`src/rtl/cp_fifo_controller.sv`:
```
// GP FIFO sequencer: ring pointers, RW distance, 32-byte burst fetch, breakpoint and watermark events.
// Optional: define CP_FIFO_ERRCNT_EN to count dropped gather-pipe writes in FIFOErrors.
module cp_fifo_controller #(
    parameter int unsigned BURST_BYTES = 32,
    parameter int unsigned ERR_W       = 16
) (
    input  logic             clk,
    input  logic             reset,
    input  logic [31:0]      FIFOBase,
    input  logic [31:0]      FIFOEnd,
    input  logic [31:0]      FIFOHighWatermark,
    input  logic [31:0]      FIFOLowWatermark,
    input  logic [31:0]      FIFOBreakpoint,
    input  logic [31:0]      FIFOAXIBase,
    input  logic             FIFONewBase,
    input  logic             EnGPFIFO,
    input  logic             EnBP,
    input  logic             EnFIFOOverflow,
    input  logic             EnFIFOUnderflow,
    input  logic             GPWriteValid,
    output logic             MemReq,
    output logic [31:0]      MemAddr,
    input  logic             MemAck,
    input  logic             MemDataValid,
    input  logic [31:0]      MemData,
    input  logic             MemDataLast,
    output logic             CmdValid,
    output logic [31:0]      CmdData,
    input  logic             CmdSpace,
    input  logic             CmdIdle,
    output logic [31:0]      FIFORWDistance,
    output logic [31:0]      FIFOWritePointer,
    output logic [31:0]      FIFOReadPointer,
    output logic             IntBP,
    output logic             IntFIFOverflow,
    output logic             IntFIFOUnderflow,
    output logic             StatGPIdle,
    output logic             StatGPReadIdle,
    output logic [ERR_W-1:0] FIFOErrors
);

    localparam logic [31:0] BURST      = 32'(BURST_BYTES);
    localparam logic [31:0] ALIGN_MASK = ~(BURST - 32'd1);

    typedef enum logic [1:0] {
        S_IDLE,
        S_REQ,
        S_DATA
    } state_t;

    state_t      state;
    logic [31:0] wp;
    logic [31:0] rp;
    logic [31:0] distance;
    logic        discard;
    logic        bp_seen;

    logic [31:0] size;
    logic [31:0] wp_adv;
    logic [31:0] rp_adv;
    logic        full;
    logic        wr_ok;
    logic        beat;
    logic        rd_done;
    logic        bp_match;
    logic        start;
    logic [31:0] dist_next;

    assign size     = FIFOEnd - FIFOBase + BURST;
    assign wp_adv   = (wp == FIFOEnd) ? FIFOBase : wp + BURST;
    assign rp_adv   = (rp == FIFOEnd) ? FIFOBase : rp + BURST;
    assign full     = (distance == size);
    assign wr_ok    = GPWriteValid & ~FIFONewBase & ~full;
    assign beat     = (state == S_DATA) & MemDataValid;
    assign rd_done  = beat & MemDataLast & ~discard & ~FIFONewBase;
    assign bp_match = EnBP & (rp == (FIFOBreakpoint & ALIGN_MASK));
    assign start    = (state == S_IDLE) & EnGPFIFO & (distance >= BURST) & CmdSpace
                      & ~bp_match & ~FIFONewBase;

    // A write and a read retiring together leave the distance unchanged
    always_comb begin
        dist_next = distance;
        if (FIFONewBase) begin
            dist_next = '0;
        end else if (wr_ok && !rd_done) begin
            dist_next = distance + BURST;
        end else if (!wr_ok && rd_done) begin
            dist_next = distance - BURST;
        end
    end

    // Beats stream straight through; a rebased burst drains silently
    assign CmdValid = beat & ~discard & ~FIFONewBase;
    assign CmdData  = MemData;

    assign FIFORWDistance   = distance;
    assign FIFOWritePointer = wp;
    assign FIFOReadPointer  = rp;
    assign StatGPReadIdle   = (state == S_IDLE);
    assign StatGPIdle       = StatGPReadIdle & (distance == 32'd0) & CmdIdle;

    always_ff @(posedge clk) begin
        if (reset) begin
            state            <= S_IDLE;
            wp               <= '0;
            rp               <= '0;
            distance         <= '0;
            discard          <= 1'b0;
            bp_seen          <= 1'b0;
            MemReq           <= 1'b0;
            MemAddr          <= '0;
            IntBP            <= 1'b0;
            IntFIFOverflow   <= 1'b0;
            IntFIFOUnderflow <= 1'b0;
        end else begin
            distance <= dist_next;
            if (FIFONewBase) begin
                wp <= FIFOBase;
                rp <= FIFOBase;
            end else begin
                if (wr_ok) begin
                    wp <= wp_adv;
                end
                if (rd_done) begin
                    rp <= rp_adv;
                end
            end

            IntFIFOverflow   <= EnFIFOOverflow & (distance <= FIFOHighWatermark)
                                & (dist_next > FIFOHighWatermark);
            IntFIFOUnderflow <= EnFIFOUnderflow & (distance >= FIFOLowWatermark)
                                & (dist_next < FIFOLowWatermark);

            // Breakpoint fires once per arrival; clears when the match goes away
            IntBP   <= (state == S_IDLE) & bp_match & ~bp_seen;
            bp_seen <= bp_match & (bp_seen | (state == S_IDLE));

            case (state)
                S_IDLE: begin
                    if (start) begin
                        state   <= S_REQ;
                        MemReq  <= 1'b1;
                        MemAddr <= FIFOAXIBase + (rp & ALIGN_MASK);
                    end
                end
                S_REQ: begin
                    if (FIFONewBase) begin
                        discard <= 1'b1;
                    end
                    if (MemAck) begin
                        state  <= S_DATA;
                        MemReq <= 1'b0;
                    end
                end
                S_DATA: begin
                    if (FIFONewBase) begin
                        discard <= 1'b1;
                    end
                    if (beat && MemDataLast) begin
                        state   <= S_IDLE;
                        discard <= 1'b0;
                    end
                end
                default: begin
                    state  <= S_IDLE;
                    MemReq <= 1'b0;
                end
            endcase
        end
    end

`ifdef CP_FIFO_ERRCNT_EN
    logic [ERR_W-1:0] err_cnt;
    logic             wr_drop;

    assign wr_drop = GPWriteValid & ~FIFONewBase & full;

    // Saturating count of writes refused because the ring was full
    always_ff @(posedge clk) begin
        if (reset) begin
            err_cnt <= '0;
        end else if (wr_drop && (err_cnt != {ERR_W{1'b1}})) begin
            err_cnt <= err_cnt + ERR_W'(1);
        end
    end

    assign FIFOErrors = err_cnt;
`else
    assign FIFOErrors = '0;
`endif

endmodule
```
`config.mk`:
```
export PLATFORM = sky130hd
export DESIGN_NAME = cp_fifo_controller
export DESIGN_NICKNAME = d
export VERILOG_FILES = /design/src/rtl/cp_fifo_controller.sv
export SDC_FILE = /design/constraint.sdc
export NUM_CORES = 1
export LEC_CHECK = 0
export BUFFER_PORTS_ARGS = -buffer_cell sky130_fd_sc_hd__buf_2
export CAP_MARGIN = 20
export CORE_MARGIN = 4
export CORE_UTILIZATION = 35
export DETAILED_ROUTE_END_ITERATION = 16
export GPL_TIMING_DRIVEN = 0
export PLACE_DENSITY_LB_ADDON = 0.05
export REMOVE_ABC_BUFFERS = 1
export SYNTH_ARGS = -nofsm -noshare
export SYNTH_HDL_FRONTEND = slang
export SYNTH_SLANG_ARGS = --single-unit
```
`constraint.sdc`:
```
create_clock -name clk -period 5.2 [get_ports clk]
set_clock_uncertainty 0.15 [all_clocks]
set_input_delay 0.52 -clock clk [delete_from_list [all_inputs] [get_ports clk]]
set_output_delay 0.52 -clock clk [all_outputs]
set_load 0.005 [all_outputs]
```
Word-level counts from Yosys, hierarchy flattened
Cells that the tools add are included.
Widths: inputs -> output; s select.
{"block": "op_classes", "addsub": 7, "multipliers": 0, "n_div": 0, "magnitude_cmp": 5, "n_eq_ne": 9, "shifts": 0, "n_mux": 19, "bitwise_logic": 30, "reduce_logical": 13}
{"operator": "$mux 32", "n": 9}
{"operator": "$add 32x6->32 const B", "n": 4}
{"operator": "$eq 32x32->1", "n": 4}
{"operator": "$add 32x32->32", "n": 1}
{"operator": "$ge 32x32->1", "n": 1}
{"operator": "$ge 32x6->1 const B", "n": 1}
{"operator": "$gt 32x32->1", "n": 1}
{"operator": "$le 32x32->1", "n": 1}
{"operator": "$logic_not 32->1", "n": 1}
{"operator": "$lt 32x32->1", "n": 1}
{"operator": "$sub 32x32->32", "n": 1}
{"operator": "$sub 32x6->32 const B", "n": 1}
{"operator": "$and 1x1->1", "n": 23}
{"operator": "$mux 2", "n": 3}
{"operator": "$not 1->1", "n": 6}
{"operator": "$pmux 2 s3", "n": 1}
{"operator": "$reduce_and 3->1", "n": 2}
{"operator": "$reduce_bool 2->1", "n": 3}
{"operator": "$mux 1", "n": 4}
{"operator": "$ne 2x1->1 const B", "n": 2}
{"operator": "$logic_and 1x1->1", "n": 3}
{"operator": "$pmux 1 s3", "n": 1}
{"operator": "$eq 2x1->1 const B", "n": 1}
{"operator": "$eq 2x2->1 const B", "n": 1}
{"operator": "other kinds (6)", "n": 7}
{"block": "word_totals", "regBits": 136, "latchBits": 0, "mem_bits_rw": 0, "romBits": 0, "in_bits": 237, "out_inout_bits": 183, "word_cells": 94, "n_memories": 0}

Longest topological paths before layout
Gate-level depths: netlist (run 1).
{"block": "logic_depth", "word_depth": 12, "depth_mapped": 29, "depth_no_buf": 28}

Least setup slack after synthesis (run 1)
Ideal clock, no wire load.
{"block": "synth_path", "kind": "in2reg", "from": "in FIFOBase[1]", "to": "reg IntFIFOUnderflow", "setup_ps": 95, "arrival_ps": 5380, "t_required_ps": 4955, "setup_slack_ps": -425, "stages": 28, "n_path_buf": 1, "cell_sequence": "inv_1 > ha_1 > ha_1 > fa_1 > a211oi_1 > o211ai_1 > a21oi_1 > o21ai_0 > mux2i_1 > nand4b_1 > a2111oi_4 > and4b_1 > buf_4 > nor2_2 > o41ai_2 > mux2i_1 > ha_1 > a21oi_1 > nor2b_1 > o21ai_0 > nand2b_1 > a21oi_1 > nor2b_1 > o21ai_0 > nand2b_1 > a21oi_1 > o221ai_1 > a221oi_1"}
{"block": "synth_via", "elab_chain_len": 12, "elab_cells_between_ends": 13, "classes_between": "add/sub (2); order compare (1); eq/ne (1); mux (3); bitwise (3); reduce/logical (3)"}
{"element": "from (decl)", "line_no": "9", "source": "input logic [31:0] FIFOBase,"}
{"element": "$sub 32x32->32 (*)", "line_no": "69", "source": "assign size = FIFOEnd - FIFOBase + BURST;"}
{"element": "$add 32x6->32 (*)", "line_no": "69"}
{"element": "$eq 32x32->1 (*)", "line_no": "72", "source": "assign full = (distance == size);"}
{"element": "$not 1->1 (*)", "line_no": "73", "source": "assign wr_ok = GPWriteValid & ~FIFONewBase & ~full;"}
{"element": "$and 1x1->1 (*)", "line_no": "73"}
{"element": "$logic_not 1->1", "line_no": "87", "source": "end else if (!wr_ok && rd_done) begin"}
{"element": "$logic_and 1x1->1", "line_no": "87"}
{"element": "$mux 32", "line_no": "87"}
{"element": "$mux 32 (*)", "line_no": "85", "source": "end else if (wr_ok && !rd_done) begin"}
{"element": "$mux 32 (*)", "line_no": "83", "source": "if (FIFONewBase) begin"}
{"element": "via dist_next[17]", "line_no": "67", "source": "logic [31:0] dist_next;"}
{"element": "$lt 32x32->1 (*)", "line_no": "132", "source": "& (dist_next < FIFOLowWatermark);"}
{"element": "$and 1x1->1 (*)", "line_no": "132"}
{"element": "to (signal assigned)", "line_no": "131", "source": "IntFIFOUnderflow <= EnFIFOUnderflow & (distance >= FIFOLowWatermark)"}
{"element": "to (decl)", "line_no": "36", "source": "output logic IntFIFOUnderflow,"}
The timed path passes the listed nets; every way through them passes the cells marked *.
A chain may end at the register's enable or synchronous reset.

Worst setup path after layout (run 1)
{"block": "layout_path", "from": "in FIFOBase[14]", "to": "reg IntFIFOUnderflow"}
The elaborated chain is that of the path after synthesis.

==> metrics.txt, run 1 <==
RSZ-0062 raised after global routing=yes; Starting DRT DRC Count=1058; Power Density=193 mW/mm²; status=complete, but fails checks; CP required=5.38 ns; leading area contributor after synthesis=ha_1; Arrival @ worst endpoint=5.88 ns; R2R Setup Slk=-0.13 ns; Synth top cells by count=ha_1, a21oi_1, nor2_1, nand2_1, inv_1; post-route clock period utilization=110%; Clock power frac=35.9%; GP Congestion=0.899; CP Launch Type=input pin; Tmin final=5.69 ns; hold buffer count at CTS=0; dominant synthesized flop cell=dfxtp_1; Syn. warnings=0; vias in the first global route=16794; Overflow after GRT=0; Final Slew Violations=0; die area=0.0503 mm²; DR vias/cell=5.61; Worst Tran Pin Value=1.04 ns; first drt pass iteration count=5; critical path class=input pin to register; Nets=2939; Hold WC Path Type=input pin to register; P_sw=1.45 mW; synthesized area=0.0164 mm²; drt drc=0; Mapped Cells=2203; drt total wl=70.1 mm; largest buffer count on any clock path=2; CTS tree=built; root buffer cell=clkbuf_16; CP endpoint kind=register; number of buffers created by CTS=17; IO Port Bufs=334; total placed cells including tap cells=3007; Initial Utilization=35.3%; Hold Violations, Final=0; DIE HEIGHT=224 µm; final worst slack=-0.494 ns; flops & latches, synth=136; hpwl dp=55.9 mm; Via Count=17387; # H-tree levels=4; first-pass GRT wire length=103 mm; asr flop ratio synth=0%; sequential share of power=29.3%; I/O pins=420; sequential cell area fraction in the yosys report=16.6%; leakage=9.59 nW; initial antenna violation count=3; fin cells=3099; Comb power frac=34.8%; setup TNS=-0.951 ns; largest net degree at the start of global routing=113; Synth top area share=17.0%; Routed WL per cell=22.6 µm; core area=0.0465 mm²; Peak Freq=0.176 GHz; total clock sinks=136; worst hold slack=0.135 ns; die outline width=224 µm; number of enable flip-flop cells after synthesis=0; max-cap violations=0; Unique masters post-synth=87; Switching Fraction=36.4%; Finished Core Util=44.3%; count leader, synth=ha_1; maximum vdd drop=266 µV; Mean Syn Cell Area=7.44 µm²; internal power=2.52 mW; Slew headroom=29.9%; Critical Path Fanout Max=5; area grow syn2layout=25.7%; Post-DRT Antenna Nets=0; Cell Rows=79; layout cells sized above 1=25.4%; violated checks=setup timing; Reg clk slew, reported paths=0.07 ns; Clock Latency Late Sink=0.47 ns; GRT Resource Usage Total=26.3%; Area contributors post-synth=ha_1, dfxtp_1, a21oi_1; setup violators final=2
worst max-delay path, cell delays in order:
cell and delay (ns):
buf_4 0.15, inv_2 0.06, ha_4 0.24, ha_4 0.30, nand4_4 0.12, or3_4 0.37, nor4_4 0.34, o221a_4 0.29
or4_1 0.11, nand4_1 0.16, a2111oi_4 0.34, buf_4 0.19, and4b_4 0.31, buf_4 0.14, nor3_4 0.04, buf_12 0.14
a31oi_4 0.25, mux2_2 0.41, ha_1 0.29, nand4_1 0.11, or2_2 0.37, nor3_4 0.20, nor3b_4 0.31, a221oi_2 0.09
per-layer routing:
metal | routed length [µm] | vias up | track usage, %
met3 | 3880 | 114 | 5.01
li1 | - | 8446 | -
met2 | 33400 | 572 | 44.4
met4 | 2550 | 4 | 10.2
met5 | 56 | - | 0.569
met1 | 30200 | 8251 | 33.2
what timing repair did:
item / CTS / global route
endpoints found under the setup margin: 11 / 2
buffers inserted: 33 / 26
gates resized for setup: 152 / 100
pin swaps: 52 / 44
sequential cells by signal (all words and copies together), names as in the netlist, 2 cells and up:
| register | count |
|---|---|
| FIFORWDistance | 32 |
| MemAddr | 32 |
| state | 2 |
| FIFOReadPointer | 32 |
| FIFOWritePointer | 32 |
layout by cell type, fill, tap and decap left out, drive strengths merged, types with 52 or more instances in the layout:
cell type	synthesis	routed
a21oi	204	204
buf	70	400
dfxtp	136	136
ha	222	222
inv	140	143
mux2i	54	54
nand2	152	152
nand3	52	52
nand4	73	73
nor2	179	179
nor2b	54	54
o21ai	110	110
xnor2	80	80
xor2	75	75
kinds of logic after synthesis:
group,synth area share [%]
simple gates,24.6
compound gates,20.4
buf+inv,8.29
fa+ha+maj,17.2
xor+xnor,8.29
flops,16.6
mux,4.54
other cells,0.0229
layout make-up:
class / instances / area [µm²]
fillers: 4791 / 25900
multi-input cells: 1778 / 13500
flip-flops and latches: 136 / 2720
repair buffers: 405 / 2400
well taps: 607 / 759
inverters: 140 / 532
clock buffers: 18 / 429
clock inverters: 14 / 219
diodes: 1 / 2.50
power groups by stage:
stage | logic [mW] | registers [mW] | clock network (mW)
3_5_place_dp | 1.14 | 1.19 | 0
6_report | 1.38 | 1.16 | 1.43
5_1_grt | 1.50 | 1.17 | 1.50
3_3_place_gp | 1.12 | 1.19 | 0
4_1_cts | 1.24 | 1.16 | 1.46
2_1_floorplan | 0.692 | 1.15 | 0
path summary, 6_finish.rpt:
kind / cells past startpoint / from / to
worst max-delay path: 24 / FIFOBase[14] / IntFIFOUnderflow$_SDFF_PP0_
worst min-delay path: 3 / FIFOAXIBase[1] / MemAddr[1]$_SDFFE_PP0P_
worst max register to register: 15 / state[0]$_SDFFE_PP0P_ / IntFIFOUnderflow$_SDFF_PP0_
worst min register to register: 2 / MemAddr[8]$_SDFFE_PP0P_ / MemAddr[8]$_SDFFE_PP0P_
stage by stage:
| stage | area [µm²] | worst slack (ns) | total power, mW |
|---|---|---|---|
| global placement | 18000 | -2.79 | 2.31 |
| global route | 20600 | -0.596 | 4.16 |
| floorplan | 15600 | -0.550 | 1.84 |
| detailed placement | 18300 | -2.69 | 2.32 |
| finish | 20600 | -0.494 | 3.97 |
| CTS | 19800 | -0.397 | 3.86 |
(Power assumes the default switching activity.)
==> run 2, diff against run 1 <==
ABC_AREA = 1   (was default)
==> run 2 against run 1 <==
  * The run now ends clean
  * Synthesized cell count up 21%
  * Combinational power is 7% higher
  * Setup slack improved by 0.74 ns
  * Non-clock buffer count fell by 43
  * Sequential power grew 6%
  * Cell count up 15%
  * Via count up 7.1%
  * Die area grew 3.8%
  * Hold slack worse by 0.016 ns
  * Final area shrank 2.7%
  * Area after synthesis increased by 3.9%
  * Critical path type unchanged
  * Critical endpoint is now IntFIFOverflow$_SDFF_PP0_
  * Largest cell class unchanged
  * Largest power group is now combinational cells
==> metrics.txt, run 2 <==
Tmin final=4.96 ns; Worst Reg-to-Reg Cells=26; Power Density=198 mW/mm²; number of enable flip-flop cells after synthesis=0; CP max stage delay=0.40 ns; most frequent cells in the layout=nand2_1, inv_1, buf_2, ha_1, nor2_1; area grow syn2layout=17.7%; Synth top area share=16.3%; largest buffer count on any clock path=2; GRT Resource Usage Total=25.5%; root buffer cell=clkbuf_16; hpwl dp=56.6 mm; r2r endpoint=IntFIFOverflow$_SDFF_PP0_; crit-path leading delay family=simple AND/OR/NAND/NOR gates; Mean Syn Cell Area=6.37 µm²; Hold Violations, Final=0; RSZ-0062 raised after global routing=yes; initial antenna violation count=3; pre-CTS setup slack=-1.56 ns; setup TNS=0 ns; R2R Setup Slk=0.60 ns; IO Port Bufs=334; worst hold slack=0.119 ns; drt total wl=69.2 mm; Syn. warnings=0; leakage=10.9 nW; Hold Crit Depth=3; DR vias/cell=5.21; Post-DRT Antenna Nets=0; total clock sinks=136; Routed WL per cell=19.3 µm; first-pass GRT wire length=104 mm; Arrival @ worst endpoint=5.23 ns; Overflow after GRT=0; die outline width=229 µm; maximum vdd drop=277 µV; critical path's most frequent cell=nand2_1; Reg clk slew, reported paths=0.07 ns; I/O pins=420; Nets=3406; Final Slew Violations=0; critical path class=input pin to register; Clock Latency Late Sink=0.49 ns; leading area contributor after synthesis=ha_1; Critical Path Fanout Max=11; Initial Utilization=35.5%; largest net degree at the start of global routing=88; Via Count=18629; CP max stage cell=ha_1; Unique masters post-synth=55; CP required=5.47 ns; hold path startpoint=EnFIFOOverflow; CTS tree=built; layout cells sized above 1=20.3%; Finished Core Util=41.8%; Hold WC Path Type=input pin to register; DIE HEIGHT=229 µm; first drt pass iteration count=5; Crit Reg-Reg Startpoint=FIFORWDistance[6]$_SDFF_PP0_; Worst Hold End=IntFIFOverflow$_SDFF_PP0_; status=completed; GP Congestion=0.906; Synth top cells by count=nand2_1, inv_1, ha_1, a21oi_1, nor2_1; Starting DRT DRC Count=1210; commonest non-fill, non-tap cell in the layout=nand2_1; final worst slack=0.244 ns; flops & latches, synth=136; asr flop ratio synth=0%; dominant synthesized flop cell=dfxtp_1; die area=0.0522 mm²; Cell Rows=80; drt drc=0; setup violators final=0; vias in the first global route=18027; number of buffers created by CTS=17; CP Launch Type=input pin; synthesized area=0.0170 mm²; core area=0.0479 mm²; Slew headroom=27.4%; Buf/Inv on CP=7; Area contributors post-synth=ha_1, dfxtp_1, nand2_1; CP endpoint kind=register; sequential cell area fraction in the yosys report=16.0%; Peak Freq=0.202 GHz; count leader, synth=nand2_1; Mapped Cells=2672; post-route clock period utilization=95.3%; # H-tree levels=4; Worst Tran Pin Value=1.09 ns; max-cap violations=0
[run 2: changes by cell type after synthesis, moves of 46 or more]
cell	change
nand2_1	+405
nor2b_1	-54
nand2b_1	-51
mux2i_1	-54
inv_1	+264
nand3_2	+46
nand3_1	+112
[run 2: power by group]
| part | switching, mW | leakage, nW | internal, mW |
|---|---|---|---|
| Clock | 0.581 | 0.267 | 0.664 |
| Combinational | 0.920 | 9.47 | 0.562 |
| Sequential | 0.128 | 1.11 | 1.11 |
| Total | 1.63 | 10.9 | 2.33 |
[run 2: tightest hold or removal path, delay by kind of cell]
family	cells	cell delay (ns)
AND/OR/NAND/NOR	2	0.09
buffers and inverters	1	0.09
[run 2: logic make-up after synthesis]
group / after synthesis / synth area share [%]
flip-flops: 136 / 16.0
adder cells (fa/ha/maj): 224 / 16.6
AO/OA/AOI/OAI: 419 / 13.7
AND/OR/NAND/NOR: 1209 / 33.1
other: 1 / 0.0220
XOR/XNOR: 142 / 7.31
buffers and inverters: 541 / 13.3
[run 2: worst max path at each step]
stage / end / slack (ns) / cells past startpoint / startpoint
after floorplan: IntFIFOverflow$_SDFF_PP0_ / -0.21 / 33 / FIFOBase[1]
after CTS: IntFIFOverflow$_SDFF_PP0_ / -0.04 / 32 / FIFOBase[1]
after global placement: IntFIFOverflow$_SDFF_PP0_ / -2.92 / 19 / FIFONewBase
after global routing: IntFIFOverflow$_SDFF_PP0_ / -0.05 / 34 / FIFOBase[1]
after detailed placement: IntFIFOverflow$_SDFF_PP0_ / -1.56 / 35 / FIFOBase[1]
final: IntFIFOverflow$_SDFF_PP0_ / 0.24 / 33 / FIFOBase[23]
[run 2: per-layer routing]
metal | vias to the layer above | routed length, µm | global-route usage, %
li1 | 9330 | - | -
met1 | 8684 | 30900 | 32.5
met2 | 541 | 32600 | 43.3
met3 | 74 | 3810 | 4.69
met4 | 0 | 1880 | 8.50
met5 | - | 0 | 0.368
[run 2: what timing repair did]
item	CTS	global route
pin swaps	4	23
resized for setup	17	59
cloned	0	1
buffers inserted	7	14
hold buffers	0	0
endpoints found under the setup margin	2	2
[run 2: metrics by stage]
step / total power [mW] / cell area [µm²] / instances
2_1_floorplan: 2.15 / 16400 / 2564
3_5_place_dp: 2.69 / 19000 / 3519
4_1_cts: 3.97 / 19700 / 3558
5_1_grt: 4.23 / 20000 / 3576
3_3_place_gp: 2.66 / 18800 / 3513
6_report: 3.96 / 20000 / 3576
[run 2: cell type report]
| class | instances | area (µm²) |
|---|---|---|
| fill | 5268 | 27900 |
| multi-input combinational | 2010 | 12400 |
| sequential | 136 | 2730 |
| timing repair buffer | 362 | 1990 |
| inverter | 418 | 1570 |
| tap | 615 | 769 |
| clock buffer | 17 | 425 |
| clock inverter | 15 | 144 |
| antenna | 3 | 7.51 |
==> run 3, diff against run 2 <==
clock period = 6.3 ns   (was 5.2 ns; I/O delays follow)
==> run 3 against run 2 <==
  * Combinational power is 20% lower
  * Die area stayed put
  * Hold slack gained 0.12 ns
  * Final area fell by 2.4%
  * Sequential power fell by 17%
  * Critical path depth rose by 2
==> metrics.txt, run 3 (same netlist as run 2, synthesis figures left out) <==
status=completed; Placement Cell Area=0.0190 mm²; Reg clk slew, reported paths=0.07 ns; setup violators final=0; drt drc=0; Critical Path Fanout Max=18; GR Layer Usage met2=43.3%; GP Congestion=0.906; root buffer cell=clkbuf_16; CP max stage delay=0.53 ns; Routed WL per cell=19.3 µm; total clock sinks=136; CP Launch Type=input pin; number of buffers created by CTS=17; CP max stage cell=o21ai_4; GR Layer Usage met1=32.4%; CTS tree=built; initial antenna violation count=3; DIE HEIGHT=229 µm; most frequent cells in the layout=nand2_1, inv_1, buf_2, ha_1, a21oi_1; multi-input logic area=0.0121 mm²; # H-tree levels=4; final worst slack=0.505 ns; Cell Rows=80; Final Instance Area=0.0196 mm²; post-CTS setup buffer count=0; Via Count=18554; Hold Violations, Final=0; Post-CTS Resized=1; Post-DRT Antenna Nets=0; vias in the first global route=17989; leakage=10.7 nW; first drt pass iteration count=5; hold buffer count at CTS=0; Starting DRT DRC Count=1265; RSZ-0062 raised after global routing=no; I/O pins=420; Nets=3384; layout cells sized above 1=17.6%; total placed cells including tap cells=3519; Peak Freq=0.173 GHz; die outline width=229 µm; core area=0.0479 mm²; drt total wl=68.7 mm; GRT Resource Usage Total=25.4%; post-route clock period utilization=92.0%; CP endpoint kind=register; FILL cells=5306; area grow syn2layout=14.9%; critical path class=input pin to register; die area=0.0522 mm²; maximum vdd drop=230 µV; GR met3 Demand/Resource=4.77%; worst hold slack=0.241 ns; Hold WC Path Type=input pin to register; Initial Utilization=35.5%; pre-CTS setup slack=-0.573 ns; Arrival @ worst endpoint=6.03 ns; Slew headroom=27.9%; hpwl dp=56.6 mm; fin cells=3554; GR peak layer=met2; Power Density=166 mW/mm²; Final Slew Violations=0; max-cap violations=0; largest buffer count on any clock path=2; Hold Crit Depth=3; critical path's most frequent cell=nand2_2; largest net degree at the start of global routing=88; CP required=6.53 ns; R2R Setup Slk=1.09 ns; first-pass GRT wire length=104 mm; Worst Reg-to-Reg Cells=30; Worst Tran Pin Value=1.08 ns; Overflow after GRT=0; IO Port Bufs=334; DR vias/cell=5.22; FF+latch area=0.00272 mm²; Clock Latency Late Sink=0.49 ns; commonest non-fill, non-tap cell in the layout=nand2_1; Tmin final=5.80 ns
==> run 3: area by class of cell <==
class | count | area share [%]
Antenna cell | 3 | 0.0384
Clock buffer | 17 | 2.18
Clock inverter | 15 | 0.736
Inverter | 418 | 8.04
Multi-Input combinational cell | 2010 | 62.0
Sequential cell | 136 | 13.9
Tap cell | 615 | 3.93
Timing Repair Buffer | 340 | 9.19
==> run 3: final timing paths <==
path	start	end
setup reg to reg	FIFORWDistance[6]$_SDFF_PP0_	IntFIFOverflow$_SDFF_PP0_
hold / removal	EnFIFOOverflow	IntFIFOverflow$_SDFF_PP0_
hold reg to reg	bp_seen$_SDFF_PP0_	IntBP$_SDFF_PP0_
setup / recovery	FIFOBase[1]	IntFIFOverflow$_SDFF_PP0_
==> run 3: worst max-delay path: cells and delay by family <==
| family | cells | cell delay, ns |
|---|---|---|
| buffers and inverters | 4 | 0.48 |
| adder cells (fa/ha/maj) | 4 | 1.27 |
| AND/OR/NAND/NOR | 20 | 1.88 |
| AO/OA/AOI/OAI | 7 | 1.73 |
==> run 3: where the power goes <==
part / internal [mW] / switching [mW] / total [mW]
Clock: 0.548 / 0.483 / 1.03
Sequential: 0.913 / 0.106 / 1.02
Combinational: 0.445 / 0.742 / 1.19
Total: 1.91 / 1.33 / 3.24
==> run 3: routing by layer <==
layer  share of wire, %  up-vias  routed length [µm]
li1                   -     9299                   -
met1                 45     8624               30900
met2                 47      560               32300
met3                5.3       71                3660
met4                2.6        0                1810
met5                  0        -                   0
==> run 3: through the flow <==
| stage | setup TNS, ns | utilization, % | power (mW) |
|---|---|---|---|
| global route | 0 | 40.8 | 3.46 |
| detailed placement | -0.723 | 39.6 | 2.22 |
| CTS | 0 | 40.8 | 3.27 |
| floorplan | 0 | - | 1.78 |
| global placement | -9.59 | 39.3 | 2.20 |
| finish | 0 | 40.8 | 3.24 |
